--- src/rtl/iec_sd_arbiter_if.sv ---
// Host-side SD block interface shared by the drive arbiter and the SD host.
// The master drives the request; the slave acknowledges and moves data.
interface iec_sd_arbiter_if;
  logic [31:0] sd_lba;
  logic [5:0]  sd_sz;
  logic        sd_rd;
  logic        sd_wr;
  logic        sd_ack;
  logic        sd_buff_wr;
  logic [7:0]  sd_buff_din;

  modport master (
    output sd_lba, sd_sz, sd_rd, sd_wr, sd_buff_din,
    input  sd_ack, sd_buff_wr
  );

  modport slave (
    input  sd_lba, sd_sz, sd_rd, sd_wr, sd_buff_din,
    output sd_ack, sd_buff_wr
  );
endinterface

--- src/rtl/iec_sd_arbiter.sv ---
// Round-robin arbiter that shares one SD block interface between up to four
// IEC drive channels, routing ack/buffer strobes back to the granted channel.
module iec_sd_arbiter #(
  parameter int         NDRIVES        = 4,
  parameter logic [3:0] LBA_SHIFT_MASK = 4'b0000
) (
  input  logic                   clk_sys,
  input  logic                   reset_n,
  input  logic [NDRIVES-1:0]     ch_en,
  input  logic [NDRIVES*32-1:0]  ch_lba,
  input  logic [NDRIVES*6-1:0]   ch_sz,
  input  logic [NDRIVES-1:0]     ch_rd,
  input  logic [NDRIVES-1:0]     ch_wr,
  output logic [NDRIVES-1:0]     ch_ack,
  output logic [NDRIVES-1:0]     ch_buff_wr,
  input  logic [NDRIVES*8-1:0]   ch_buff_din,
  iec_sd_arbiter_if.master       sd,
  output logic [1:0]             grant,
  output logic                   busy
);

  localparam logic [1:0] ST_IDLE = 2'd0;
  localparam logic [1:0] ST_REQ  = 2'd1;
  localparam logic [1:0] ST_XFER = 2'd2;
  localparam logic [1:0] ST_REL  = 2'd3;

  logic [1:0]  state_q, state_d;
  logic [1:0]  grant_q, grant_d;
  logic [1:0]  last_grant_q, last_grant_d;
  logic [31:0] lba_q, lba_d;
  logic [5:0]  sz_q, sz_d;
  logic        rd_q, rd_d;
  logic        wr_q, wr_d;

  logic [NDRIVES-1:0] eligible;
  logic               pick_found;
  logic [1:0]         pick_idx;
  logic [31:0]        pick_lba;
  logic [5:0]         pick_sz;
  logic               pick_rd;
  logic               grant_req;
  logic               route_en;
  logic [7:0]         buff_din;

  assign eligible = ch_en & (ch_rd | ch_wr);

  // Two passes give the rotation: channels above last_grant first, then the rest.
  always_comb begin
    pick_found = 1'b0;
    pick_idx   = 2'd0;
    pick_lba   = 32'd0;
    pick_sz    = 6'd0;
    pick_rd    = 1'b0;
    for (int p = 0; p < 2; p++) begin
      for (int i = 0; i < NDRIVES; i++) begin
        if (!pick_found && eligible[i] &&
            ((p == 0) ? (2'(i) > last_grant_q) : (2'(i) <= last_grant_q))) begin
          pick_found = 1'b1;
          pick_idx   = 2'(i);
          pick_rd    = ch_rd[i];
          pick_sz    = ch_sz[i*6 +: 6];
          pick_lba   = LBA_SHIFT_MASK[i] ? {ch_lba[i*32 +: 31], 1'b0}
                                         : ch_lba[i*32 +: 32];
        end
      end
    end
  end

  assign route_en = (state_q == ST_REQ) || (state_q == ST_XFER);

  always_comb begin
    ch_ack     = '0;
    ch_buff_wr = '0;
    buff_din   = 8'd0;
    grant_req  = 1'b0;
    for (int i = 0; i < NDRIVES; i++) begin
      if (grant_q == 2'(i)) begin
        grant_req = ch_rd[i] | ch_wr[i];
        if (route_en) begin
          ch_ack[i]     = sd.sd_ack;
          ch_buff_wr[i] = sd.sd_buff_wr;
          buff_din      = ch_buff_din[i*8 +: 8];
        end
      end
    end
  end

  // Simultaneous read and write on one channel resolves to a read.
  always_comb begin
    state_d      = state_q;
    grant_d      = grant_q;
    last_grant_d = last_grant_q;
    lba_d        = lba_q;
    sz_d         = sz_q;
    rd_d         = rd_q;
    wr_d         = wr_q;
    case (state_q)
      ST_IDLE: begin
        if (pick_found) begin
          state_d = ST_REQ;
          grant_d = pick_idx;
          lba_d   = pick_lba;
          sz_d    = pick_sz;
          rd_d    = pick_rd;
          wr_d    = ~pick_rd;
        end
      end
      ST_REQ: begin
        if (sd.sd_ack) begin
          state_d = ST_XFER;
          rd_d    = 1'b0;
          wr_d    = 1'b0;
        end else if (!grant_req) begin
          state_d = ST_IDLE;
          rd_d    = 1'b0;
          wr_d    = 1'b0;
        end
      end
      ST_XFER: begin
        if (!sd.sd_ack) begin
          state_d      = ST_REL;
          last_grant_d = grant_q;
        end
      end
      ST_REL: begin
        state_d = ST_IDLE;
      end
      default: begin
        state_d = ST_IDLE;
        rd_d    = 1'b0;
        wr_d    = 1'b0;
      end
    endcase
  end

  always_ff @(posedge clk_sys or negedge reset_n) begin
    if (!reset_n) begin
      state_q      <= ST_IDLE;
      grant_q      <= 2'd0;
      last_grant_q <= 2'(NDRIVES - 1);
      lba_q        <= 32'd0;
      sz_q         <= 6'd0;
      rd_q         <= 1'b0;
      wr_q         <= 1'b0;
    end else begin
      state_q      <= state_d;
      grant_q      <= grant_d;
      last_grant_q <= last_grant_d;
      lba_q        <= lba_d;
      sz_q         <= sz_d;
      rd_q         <= rd_d;
      wr_q         <= wr_d;
    end
  end

  assign sd.sd_lba      = lba_q;
  assign sd.sd_sz       = sz_q;
  assign sd.sd_rd       = rd_q;
  assign sd.sd_wr       = wr_q;
  assign sd.sd_buff_din = buff_din;
  assign grant          = grant_q;
  assign busy           = (state_q != ST_IDLE);

endmodule

--- src/flat_wrapper.sv ---
// flat-port wrapper written by rule: the top's interface ports become plain ports
module iec_sd_arbiter_flat 
#(
  parameter int         NDRIVES        = 4,
  parameter logic [3:0] LBA_SHIFT_MASK = 4'b0000
)
  (clk_sys, reset_n, ch_en, ch_lba, ch_sz, ch_rd, ch_wr, ch_ack, ch_buff_wr, ch_buff_din, grant, busy, sd_sd_lba, sd_sd_sz, sd_sd_rd, sd_sd_wr, sd_sd_buff_din, sd_sd_ack, sd_sd_buff_wr);
  iec_sd_arbiter_if sd_i ();
  input  logic clk_sys;
  input  logic reset_n;
  input  logic [NDRIVES-1:0] ch_en;
  input  logic [NDRIVES*32-1:0] ch_lba;
  input  logic [NDRIVES*6-1:0] ch_sz;
  input  logic [NDRIVES-1:0] ch_rd;
  input  logic [NDRIVES-1:0] ch_wr;
  output logic [NDRIVES-1:0] ch_ack;
  output logic [NDRIVES-1:0] ch_buff_wr;
  input  logic [NDRIVES*8-1:0] ch_buff_din;
  output logic [1:0] grant;
  output logic busy;
  output wire logic [$bits(sd_i.sd_lba)-1:0] sd_sd_lba;
  output wire logic [$bits(sd_i.sd_sz)-1:0] sd_sd_sz;
  output wire logic [$bits(sd_i.sd_rd)-1:0] sd_sd_rd;
  output wire logic [$bits(sd_i.sd_wr)-1:0] sd_sd_wr;
  output wire logic [$bits(sd_i.sd_buff_din)-1:0] sd_sd_buff_din;
  input wire logic [$bits(sd_i.sd_ack)-1:0] sd_sd_ack;
  input wire logic [$bits(sd_i.sd_buff_wr)-1:0] sd_sd_buff_wr;
  assign sd_sd_lba = sd_i.sd_lba;
  assign sd_sd_sz = sd_i.sd_sz;
  assign sd_sd_rd = sd_i.sd_rd;
  assign sd_sd_wr = sd_i.sd_wr;
  assign sd_sd_buff_din = sd_i.sd_buff_din;
  assign sd_i.sd_ack = sd_sd_ack;
  assign sd_i.sd_buff_wr = sd_sd_buff_wr;
  iec_sd_arbiter #(.NDRIVES(NDRIVES), .LBA_SHIFT_MASK(LBA_SHIFT_MASK)) u_core (.clk_sys(clk_sys), .reset_n(reset_n), .ch_en(ch_en), .ch_lba(ch_lba), .ch_sz(ch_sz), .ch_rd(ch_rd), .ch_wr(ch_wr), .ch_ack(ch_ack), .ch_buff_wr(ch_buff_wr), .ch_buff_din(ch_buff_din), .sd(sd_i), .grant(grant), .busy(busy));
endmodule
--- config.mk ---
export PLATFORM = sky130hd
export DESIGN_NAME = iec_sd_arbiter_flat
export DESIGN_NICKNAME = d
export VERILOG_FILES = /design/src/rtl/iec_sd_arbiter_if.sv /design/src/rtl/iec_sd_arbiter.sv /design/src/flat_wrapper.sv
export SDC_FILE = /design/constraint.sdc
export NUM_CORES = 1
export LEC_CHECK = 0
export ABC_AREA = 1
export BUFFER_PORTS_ARGS = -buffer_cell sky130_fd_sc_hd__buf_2
export CAP_MARGIN = 20
export CORE_UTILIZATION = 30
export DETAILED_ROUTE_END_ITERATION = 12
export GPL_ROUTABILITY_DRIVEN = 1
export PLACE_DENSITY_LB_ADDON = 0.1
export SLEW_MARGIN = 20
export SYNTH_ARGS = -nofsm -noshare
export SYNTH_HDL_FRONTEND = slang
export SYNTH_SLANG_ARGS = --single-unit
--- constraint.sdc ---
create_clock -name clk_sys -period 4.6 [get_ports clk_sys]
set_input_delay 0.92 -clock clk_sys [delete_from_list [all_inputs] [get_ports clk_sys]]
set_output_delay 0.92 -clock clk_sys [all_outputs]
set_load 0.005 [all_outputs]
[Word level (Yosys, flattened, before mapping)]
Index checks and enable logic that the tools add are counted.
Storage, ports and cells
  register bits after elaboration: 46
  latch bits: 0
  bits in writable memories: 0
  ROM bits: 0
  input bits: 200
  output and inout port bits: 59
  memories: 0
Cells by class
  add/sub/neg operators: 0
  $mul: 0
  div/mod/pow operators: 0
  magnitude comparators: 8
  eq/ne operators: 9
  shifts and indexed selects: 0
  muxes and demuxes: 72
  bitwise gates (word level): 8
  reduce and logical (&&, ||, !) cells: 31
Operators by type and width (number)
  $mux 32: 8
  $mux 8: 8
  $mux 6: 8
  $mux 1: 35
  $mux 2: 10
  $logic_and 1x1->1: 15
  $eq 2x2->1 const B: 4
  $pmux 2 s4: 1
  $logic_not 1->1: 7
  $reduce_and 3->1: 2
  $and 4x4->4: 1
  $eq 2x1->1 const B: 2
  $gt 1x2->1 const A: 2
  $gt 2x2->1 const A: 2
  $le 1x2->1 const A: 2
  $le 2x2->1 const A: 2
  $logic_not 2->1: 2
  $or 1x1->1: 4
  $or 4x4->4: 1
  $pmux 1 s2: 2
  $reduce_and 2->1: 2
  $reduce_bool 2->1: 2
  $ne 3x3->1 const B: 1
  $ne 2x1->1 const B: 1
  3 further kinds: 4

[Logic depth before layout (Yosys ltp)]
Gate-level depths: netlist (run 1).
  depth after elaboration: 35
  mapped depth: 14
  mapped depth without buffers: 13

[Worst setup path after synthesis (run 1)]
Ideal clock, no wire load.
  path type: register to output
  start: reg u_core.state_q[0]
  end: out sd_sd_buff_din[0]
  data arrival time: 1442 ps
  required time: 3680 ps
  setup slack: 2238 ps
  stages on the path, launching flop included: 7
  buffers on the path: 2
  cells stage by stage: dfrtp_1 > inv_1 > ha_1 > clkbuf_1 > clkbuf_1 > nand3_1 > nand4_1
On the way
  cells in the longest elaborated chain, start to end: 10
  elaborated cells between the ends (all ways): 11
RTL lines
  from (decl): line iec_sd_arbiter.sv:27  | logic [1:0] state_q, state_d;
  from (signal assigned): line iec_sd_arbiter.sv:146  | state_q <= state_d;
  $eq 2x1->1 / $eq 2x2->1 (equally long branches): line iec_sd_arbiter.sv:69  | assign route_en = (state_q == ST_REQ) || (state_q == ST_XFER);
  $logic_or 1x1->1 (*): line iec_sd_arbiter.sv:69
  $mux 8: line iec_sd_arbiter.sv:79  | if (route_en) begin
  $mux 8: line iec_sd_arbiter.sv:77  | if (grant_q == 2'(i)) begin
  $mux 8: line iec_sd_arbiter.sv:79
  $mux 8: line iec_sd_arbiter.sv:77
  $mux 8: line iec_sd_arbiter.sv:79
  $mux 8: line iec_sd_arbiter.sv:77
  $mux 8: line iec_sd_arbiter.sv:79
  $mux 8 (*): line iec_sd_arbiter.sv:77
  to (decl): line flat_wrapper.sv:25  | output wire logic [$bits(sd_i.sd_buff_din)-1:0] sd_sd_buff_din;
Mark *: on every way between the ends. The rest lies on a longest branch, timed or not.

[Final worst setup path (run 1)]
Ends and elaborated chain as after synthesis.

==> results.ini, run 1 <==
[placement]
placed_area_um2=6060
io_buffers=258
dp.cells=1242
gp_congestion=0.823
dp_hpwl_um=14100

[cts]
cts_buffers=5
cts_resized=0
cts_tree=done
cts_num_sinks=46
clockRootBuffer=clkbuf_16
post_cts_buffers=0
path_clk_slew_ns=0.07
htreeDepth=2
ctsHoldBuffers=0
clockBufferDepth=2
clk_latency_ns=0.31

[critical_path]
cp.required_ns=3.68
regToRegStartpoint=u_core.last_grant_q[1]
start_kind=flip-flop
arrival_ns=2.17
ff2ff_setup_slack_ns=1.81
critPathKind=flip-flop to primary output
critPathCaptureType=primary output
critPathMaxFanout=26
reg2reg_depth=11
reg2reg_to=u_core.sd.sd_sz[2]

[synthesis]
muxShareOfSynthArea_pct=0
ys_seq_area_share_pct=24.6
synth_compound_area_share_pct=4.34
synthSimpleGateAreaFrac_pct=57.2
avgSynthCellArea_um2=5.76
yosysTopAreaCellShare_pct=23.4
synth_area_leaders=dfrtp_1 23%, nand2_1 18%, nand3_1 17%, nor2_1 9.4%, nand4_1 8.9%
synth_fp_nets=1020
synth_top_family_by_area=simple AND/OR/NAND/NOR gates
netlist_area_um2=4700
synth_xor_area_share_pct=0
ys_ff_latch=46
synth_fa_ha_area_share_pct=1.07
ys.warnings.count=0
synth_top_area_cell=dfrtp_1
synth.distinct_cells=28
synthCells=816

[layout]
syn_to_final_growth_pct=32.6
antenna_cells=0
nNetsFinal=1242
stdcell_area_um2=6230
fin_util_pct=40.8
layout.cells.non_filler=1250
drive_gt1_share_pct=30.2

[grt]
grt_util_all_layers_pct=24.7
grt_max_degree=46
grt_overflow=0
grt_pass1_vias=6010
antenna_found_initial=0
grt_pass1_wl_um=31500

[floorplan]
die_y_um=127
core_area_um2=15300
rows=45
ios=259
die_w_um=127
dieArea_um2=16200
initial_core_util_pct=30.8

[drt]
drt_iter0_markers=432
viasPerCell=5.04
firstDrtPassIters=7
num_vias=6298
wl_per_cell_um=15.9
routed_wl_um=19900
postRouteAntennaNets=0
drc=0

[sta]
fin_hold_ws_ns=0.422
timing.final.crit_share_pct=67.2
rsz0062_at_grt=false
drv_slew=0
slew_headroom_pct=38.8
worst_pin_slew_ns=0.915
fmax_mhz=323
setup_viol=0
period_needed_ns=3.09
hold_viol=0
finalClockSkew_ns=0.0100
tns_ns=0

[run_status]
status=finished, final reports clean

[pwr]
power.density_nw_per_um2=482
peakVddDrop_mv=0.296
p_leak_nw=3.48

[job]
max-cap-violations=0

[min_path]
hold_class=input port to asynchronous set/reset pin

state kept, by name, indices dropped and copies added, names as in the netlist, named ones only:
signal and count:
u_core.last_grant_q 2, u_core.sd.sd_rd 1, u_core.sd.sd_sz 6, u_core.sd.sd_wr 1
u_core.grant 2, u_core.state_q 1, u_core.sd.sd_lba 32
worst max-delay path, cell delays in order (launching register included):
cell	delay, ns
dfrtp_1	0.41
inv_1	0.10
ha_1	0.28
buf_4	0.26
inv_1	0.07
nor2_1	0.43
nand2_1	0.10
nand4_1	0.10
buf_2	0.13
through the flow:
stage / worst slack (ns) / power [mW]
floorplan: 2.24 / 1.89
global placement: 1.29 / 2.58
detailed placement: 1.25 / 2.58
CTS: 1.53 / 3.03
global route: 1.33 / 3.30
finish: 1.51 / 3.00
worst max-delay path by stage:
stage / cells past startpoint / endpoint / from
3_5_place_dp: 13 / u_core.sd.sd_sz[5] / ch_rd[1]
4_1_cts: 8 / sd_sd_buff_din[0] / u_core.state_q[0]
2_1_floorplan: 6 / sd_sd_buff_din[0] / u_core.state_q[0]
5_1_grt: 8 / sd_sd_buff_din[0] / u_core.state_q[0]
6_report: 8 / sd_sd_buff_din[0] / u_core.state_q[0]
3_3_place_gp: 13 / u_core.sd.sd_lba[26] / ch_rd[1]
cells in the mapped netlist (all sizes together):
master,count
a21oi,3
buf,36
clkbuf,18
clkinv,2
dfrtp,44
dfstp,2
ha,4
inv,85
nand2,233
nand3,161
nand3b,9
nand4,68
nor2,122
o2111ai,1
o21ai,18
o22ai,9
o31ai,1
layout by cell type (no fill, tap or decap), drive strengths merged, types with 3 or more instances in the layout:
| cell | n |
|---|---|
| a21oi | 3 |
| buf | 269 |
| clkbuf | 6 |
| dfrtp | 44 |
| ha | 4 |
| inv | 85 |
| nand2 | 233 |
| nand3 | 161 |
| nand3b | 9 |
| nand4 | 68 |
| nor2 | 122 |
| o21ai | 18 |
| o22ai | 9 |
layer usage:
layer	vias up	share of wire [%]	GRT usage [%]
li1	3120	-	-
met1	2887	45	32.8
met2	273	47	42.3
met3	18	6.6	3.27
met4	0	1.4	6.23
met5	-	0	0
where the power goes:
group          total, mW  switching [mW]  internal [mW]
Combinational       1.84            1.18          0.660
Clock              0.438           0.180          0.257
Sequential         0.725           0.120          0.605
cells by family (layout without fill, tap and decap cells):
| family | Yosys count | in the layout |
|---|---|---|
| buffers and inverters | 141 | 364 |
| DFF | 46 | 46 |
| adders and majority gates | 4 | 4 |
| AOI/OAI and AO/OA | 32 | 32 |
| and+or+nand+nor | 593 | 593 |
final cells by class:
cell class | instances | area [um^2]
Clock buffer | 6 | 129
Clock inverter | 2 | 37.5
Fill cell | 1734 | 9030
Inverter | 87 | 327
Multi-Input combinational cell | 629 | 2940
Sequential cell | 46 | 1150
Tap cell | 211 | 264
Timing Repair Buffer | 269 | 1370
Note: power is estimated with default switching activity, not from simulation.
==> run 2: changes to the inputs <==
==> constraint.sdc (replaced) <==
create_clock -name clk_sys -period 2.5 [get_ports clk_sys]
set_input_delay 0.5 -clock clk_sys [delete_from_list [all_inputs] [get_ports clk_sys]]
set_output_delay 0.5 -clock clk_sys [all_outputs]
set_load 0.005 [all_outputs]
==> run 2 against run 1 <==
Against the previous run: clock-buffer cell count is the same; largest power group unchanged; critical path type unchanged; via count down 0.70%; highest routed layer unchanged; first-iteration DRC count shrank 20%; die area stayed put; critical path depth is 2 lower.
==> results.ini, run 2 (synthesis results as in run 1) <==
[critical_path]
critPathSlowestCell=dfrtp_1  ; was nor2_1
critPathCaptureType=primary output  ; unchanged
reg2reg_to=u_core.state_q[0]  ; was u_core.sd.sd_sz[2]
ff2ff_setup_slack_ns=0.42  ; was 1.81 ns
arrival_ns=1.83  ; was 2.17 ns
reg2reg_depth=10  ; was 11
critPathMaxFanout=23  ; was 26
max_stage_delay_ns=0.43  ; about the same
critPathKind=flip-flop to primary output  ; unchanged
path_cells=inv_1 -> ha_1 -> buf_4 -> nand2_1 -> nor2_1 -> buf_2  ; was inv_1 -> ha_1 -> buf_4 -> inv_1 -> nor2_1 -> nand2_1 -> nand4_1 -> buf_2
regToRegStartpoint=u_core.last_grant_q[1]  ; unchanged
cp.required_ns=2.00  ; was 3.68 ns
start_kind=flip-flop  ; unchanged

[drt]
num_vias=6254  ; was 6298
routed_wl_um=19400  ; was 19900 um
viasPerCell=4.94  ; was 5.04
firstDrtPassIters=5  ; was 7
drc=0  ; unchanged
wl_per_cell_um=15.3  ; was 15.9 um
postRouteAntennaNets=0  ; unchanged
drt_iter0_markers=347  ; was 432

[grt]
grt_max_degree=47  ; was 46
grt_pass1_vias=5912  ; was 6010
grt_overflow=0  ; unchanged
grt_util_all_layers_pct=24.0  ; was 24.7%
grt_pass1_wl_um=30500  ; was 31500 um
antenna_found_initial=0  ; unchanged

[pwr]
peakVddDrop_mv=0.415  ; was 0.296 mV
p_leak_nw=3.57  ; was 3.48 nW
power.density_nw_per_um2=879  ; was 482 nW/um^2
seq_power_share_pct=23.6  ; was 24.1%
swShare_pct=48.3  ; was 49.3%
power_frac_clock_pct=14.1  ; was 14.6%
switching_power_mw=2.71  ; was 1.48 mW
p_int_mw=2.90  ; was 1.52 mW
p_comb_share_pct=62.3  ; was 61.3%

[sta]
timing.final.crit_share_pct=93.2
fin_hold_ws_ns=0.206  ; was 0.422 ns
hold_viol=0  ; unchanged
worst_pin_slew_ns=0.671  ; was 0.915 ns
setup_viol=0  ; unchanged
finalClockSkew_ns=0.00253  ; was 0.0100 ns
rsz0062_at_grt=false  ; unchanged
period_needed_ns=2.33
slew_headroom_pct=55.2  ; was 38.8%
drv_slew=0  ; unchanged
tns_ns=0  ; unchanged
fmax_mhz=429

[layout]
final_common_cell=buf_2  ; unchanged
nNetsFinal=1259  ; was 1242
drive_gt1_share_pct=31.3  ; was 30.2%
syn_to_final_growth_pct=35.8  ; was 32.6%
largest_reg_flops=32  ; unchanged
stdcell_area_um2=6380  ; was 6230 um^2
antenna_cells=0  ; unchanged
fin_util_pct=41.8  ; was 40.8%
final_cell_mix=258 x buf_2, 230 x nand2_1, 156 x nand3_1, 118 x nor2_1, 69 x inv_1  ; unchanged

[cts]
ctsHoldBuffers=0  ; unchanged
cts_resized=0  ; unchanged
clockBufferDepth=2  ; unchanged
cts_tree=done  ; unchanged
post_cts_buffers=0  ; unchanged
htreeDepth=2  ; unchanged
clockRootBuffer=clkbuf_16  ; unchanged
cts_num_sinks=46  ; unchanged
path_clk_slew_ns=0.07  ; about the same
cts_buffers=5  ; unchanged
clk_latency_ns=0.30  ; was 0.31 ns

[floorplan]
rows=45  ; unchanged
die_y_um=127  ; unchanged
dieArea_um2=16200  ; unchanged
initial_core_util_pct=30.8  ; unchanged
core_area_um2=15300  ; unchanged
ios=259  ; unchanged
die_w_um=127  ; unchanged

[min_path]
hold_class=input port to asynchronous set/reset pin  ; unchanged

[placement]
placed_area_um2=6210  ; was 6060 um^2
gp_congestion=0.816  ; was 0.823
dp_hpwl_um=14500  ; was 14100 um
io_buffers=258  ; unchanged

[job]
max-cap-violations=0  ; unchanged

[run_status]
status=finished, final reports clean  ; unchanged

## run 2: worst max-delay path by stage
stage	start	endpoint	slack, ns	cells after the start
after floorplan	u_core.state_q[0]	sd_sd_buff_din[0]	0.56	6
after global placement	ch_rd[3]	u_core.sd.sd_lba[2]	0.32	12
after detailed placement	ch_rd[2]	u_core.sd.sd_lba[2]	0.25	12
after CTS	u_core.state_q[0]	ch_buff_wr[2]	0.17	6
after global routing	u_core.state_q[0]	ch_buff_wr[3]	0.02	6
final	u_core.state_q[0]	ch_buff_wr[0]	0.17	6
## run 2: through the flow
stage	power [mW]	instances	worst slack, ns
global placement	4.86	1259	0.315
floorplan	3.47	816	0.558
detailed placement	4.85	1259	0.246
global route	6.14	1267	0.0175
CTS	5.68	1267	0.166
finish	5.61	1267	0.171
## run 2: power groups by stage
stage	Clock, mW	Sequential [mW]	Combinational [mW]
finish	0.790	1.32	3.50
global route	0.842	1.36	3.93
detailed placement	0	1.33	3.52
global placement	0	1.33	3.53
floorplan	0	1.34	2.13
CTS	0.823	1.32	3.53
## run 2: worst max-delay path: cells and delay by family, from the launching register on
kind | cells | cell delay, ns
AND/OR/NAND/NOR | 2 | 0.27
buffers and inverters | 3 | 0.48
flip-flops | 1 | 0.43
adder cells (fa/ha/maj) | 1 | 0.33
## run 2: final cells by class
class,instances,area (um^2)
tap,211,264
clock inverter,2,37.5
inverter,87,327
clock buffer,6,129
multi-input combinational,629,2940
fill,1747,8880
sequential,46,1150
timing repair buffer,286,1530
## run 2: routing by layer
metal | vias to the layer above | part of all wire, % | GRT usage [%]
met5 | - | 0 | 0
met1 | 2844 | 45 | 31.5
met4 | 0 | 1.5 | 6.86
met2 | 243 | 48 | 41.2
li1 | 3145 | - | -
met3 | 22 | 6.2 | 3.02
==> run 3: changes to the inputs <==
--- a/config.mk
+++ b/config.mk
@@ -8,7 +8,7 @@
 export ABC_AREA = 1
 export BUFFER_PORTS_ARGS = -buffer_cell sky130_fd_sc_hd__buf_2
 export CAP_MARGIN = 20
-export CORE_UTILIZATION = 30
+export CORE_UTILIZATION = 42
 export DETAILED_ROUTE_END_ITERATION = 12
 export GPL_ROUTABILITY_DRIVEN = 1
 export PLACE_DENSITY_LB_ADDON = 0.1
==> run 3 against run 2 <==
Against the previous run: hold slack worse by 0.0052 ns; routed wire length is 11% lower; fmax decreased by 1.4%; register-to-register slack better by 0.02 ns; core utilization up 15 points; sequential share of layout area up 0.53 points; first-iteration DRC count grew 20%.
==> results.ini, run 3 (synthesis results as in run 1) <==
[drt]
viasPerCell=5.26  ; was 4.94
num_vias=6276  ; was 6254
firstDrtPassIters=7  ; was 5
drc=0  ; unchanged
drt_iter0_markers=416  ; was 347
wl_per_cell_um=14.5  ; was 15.3 um
postRouteAntennaNets=0  ; unchanged
routed_wl_um=17300  ; was 19400 um

[pwr]
peakVddDrop_mv=0.707  ; was 0.415 mV
p_total_mw=5.22  ; was 5.61 mW
p_leak_nw=3.53  ; was 3.57 nW
p_comb_share_pct=65.3  ; was 62.3%
switching_power_mw=2.61  ; was 2.71 mW
seq_power_share_pct=25.4  ; was 23.6%
power.density_nw_per_um2=843  ; was 879 nW/um^2
p_int_mw=2.61  ; was 2.90 mW
swShare_pct=50.0  ; was 48.3%
power_frac_clock_pct=9.4  ; was 14.1%

[run_status]
status=finished, final reports clean  ; unchanged

[grt]
grt_util_all_layers_pct=29.9  ; was 24.0%
grt_pass1_vias=5789  ; was 5912
grt_max_degree=40  ; was 47
grt_overflow=0  ; unchanged
grt_pass1_wl_um=27700  ; was 30500 um
antenna_found_initial=0  ; unchanged

[placement]
placed_area_um2=6100  ; was 6210 um^2
gp_congestion=0.934  ; was 0.816
io_buffers=258  ; unchanged
dp.cells=1185  ; was 1259
dp_hpwl_um=12600  ; was 14500 um

[critical_path]
cpMostUsedCell=buf_4
reg2reg_to=u_core.sd.sd_wr  ; was u_core.state_q[0]
regToRegStartpoint=u_core.last_grant_q[1]  ; unchanged
crit_start=u_core.state_q[0]  ; unchanged
critPathKind=flip-flop to primary output  ; unchanged
cp.depth=7  ; was 6
crit_family=buffers and inverters  ; unchanged
arrival_ns=1.86  ; was 1.83 ns
critPathSlowestCell=dfrtp_1  ; unchanged
reg2reg_depth=10  ; unchanged
crit_path_end=sd_sd_buff_din[6]  ; was ch_buff_wr[0]
ff2ff_setup_slack_ns=0.44  ; was 0.42 ns
critPathMaxFanout=18  ; was 23
critPathCaptureType=primary output  ; unchanged
critPathBufInv=4  ; was 3
path_cells=inv_1 -> ha_1 -> buf_4 -> buf_4 -> nand3_1 -> nand4_1 -> buf_2  ; was inv_1 -> ha_1 -> buf_4 -> nand2_1 -> nor2_1 -> buf_2
start_kind=flip-flop  ; unchanged
max_stage_delay_ns=0.44  ; was 0.43 ns
cp.required_ns=2.00  ; about the same

[floorplan]
dieArea_um2=11600  ; was 16200 um^2
rows=38  ; was 45
die_w_um=108  ; was 127 um
ios=259  ; unchanged
die_y_um=108  ; was 127 um
initial_core_util_pct=43.2  ; was 30.8%
core_area_um2=10900  ; was 15300 um^2

[sta]
fmax_mhz=423  ; was 429 MHz
finalClockSkew_ns=0.0200  ; was 0.00253 ns
worst_pin_slew_ns=0.698  ; was 0.671 ns
rsz0062_at_grt=false  ; unchanged
period_needed_ns=2.36  ; was 2.33 ns
timing.final.crit_share_pct=94.5  ; was 93.2%
drv_slew=0  ; unchanged
hold_viol=0  ; unchanged
fin_hold_ws_ns=0.201  ; was 0.206 ns
slew_headroom_pct=53.4  ; was 55.2%
tns_ns=0  ; unchanged
setup_viol=0  ; unchanged

[layout]
syn_to_final_growth_pct=31.9  ; was 35.8%
num-fill-cells=1174  ; was 1747
multi_input_area_um2=2950  ; was 2940 um^2
stdcell_area_um2=6200  ; was 6380 um^2
antenna_cells=0  ; unchanged
final_common_cell=buf_2  ; unchanged
regArea_um2=1150  ; unchanged
drive_gt1_share_pct=31.3  ; about the same
layout.cells.non_filler=1193  ; was 1267
largest_reg_flops=32  ; unchanged
nNetsFinal=1256  ; was 1259
final_cell_mix=258 x buf_2, 230 x nand2_1, 156 x nand3_1, 117 x nor2_1, 69 x inv_1  ; was 258 x buf_2, 230 x nand2_1, 156 x nand3_1, 118 x nor2_1, 69 x inv_1

[cts]
ctsHoldBuffers=0  ; unchanged
cts_tree=done  ; unchanged
htreeDepth=2  ; unchanged
cts_num_sinks=46  ; unchanged
clockRootBuffer=clkbuf_8  ; was clkbuf_16
cts_buffers=5  ; unchanged
clockBufferDepth=2  ; unchanged
clk_latency_ns=0.32  ; was 0.30 ns
path_clk_slew_ns=0.11  ; was 0.07 ns

[min_path]
hold_class=input port to asynchronous set/reset pin  ; unchanged

[job]
max-cap-violations=0  ; unchanged

[run 3: area by class of cell]
type,count,area share [%]
multi-input cells,629,47.5
inverters,87,5.27
clock buffers,5,1.11
well taps,140,2.83
repair buffers,283,24.3
flip-flops and latches,46,18.6
clock inverters,3,0.384
[run 3: power groups by stage]
stage	clock [mW]	sequential [mW]	combinational (mW)
2_1_floorplan	0	1.34	2.13
3_3_place_gp	0	1.33	3.37
3_5_place_dp	0	1.33	3.40
4_1_cts	0.502	1.32	3.40
5_1_grt	0.533	1.37	3.84
6_report	0.489	1.33	3.41
[run 3: timing repair]
item	4_1_cts	5_1_grt
setup endpoints to repair	0	7
setup buffers	0	0
hold endpoints to repair	0	0
gates resized for setup	0	1
[run 3: worst reg2reg max path: cells and delay by family (launching register included)]
kind,cells,cell delay (ns)
compound gates,1,0.29
buf+inv,1,0.26
simple gates,8,0.87
flops,1,0.56
[run 3: how the worst min path moves through the flow]
stage	endpoint	slack, ns
3_3_place_gp	u_core.sd.sd_lba[0]	0.46
4_1_cts	u_core.sd.sd_lba[1]	0.21
5_1_grt	u_core.sd.sd_lba[1]	0.25
3_5_place_dp	u_core.sd.sd_lba[20]	0.46
6_report	u_core.sd.sd_lba[1]	0.20
2_1_floorplan	asynchronous set/reset pin	0.20
[run 3: stage by stage]
step                util, %  setup WS (ns)
CTS                    56.9         0.0655
floorplan                 -          0.558
global route           56.9        0.00238
global placement       56.1          0.320
detailed placement     56.1          0.279
finish                 56.9          0.138
[run 3: layer usage]
metal	vias to the layer above	track usage (%)	wire length [um]	part of all wire [%]
li1	3151	-	-	-
met1	2817	41.0	7620	44
met2	283	49.6	8110	47
met3	25	2.97	1300	7.5
met4	0	8.71	322	1.9
met5	-	0	0	0
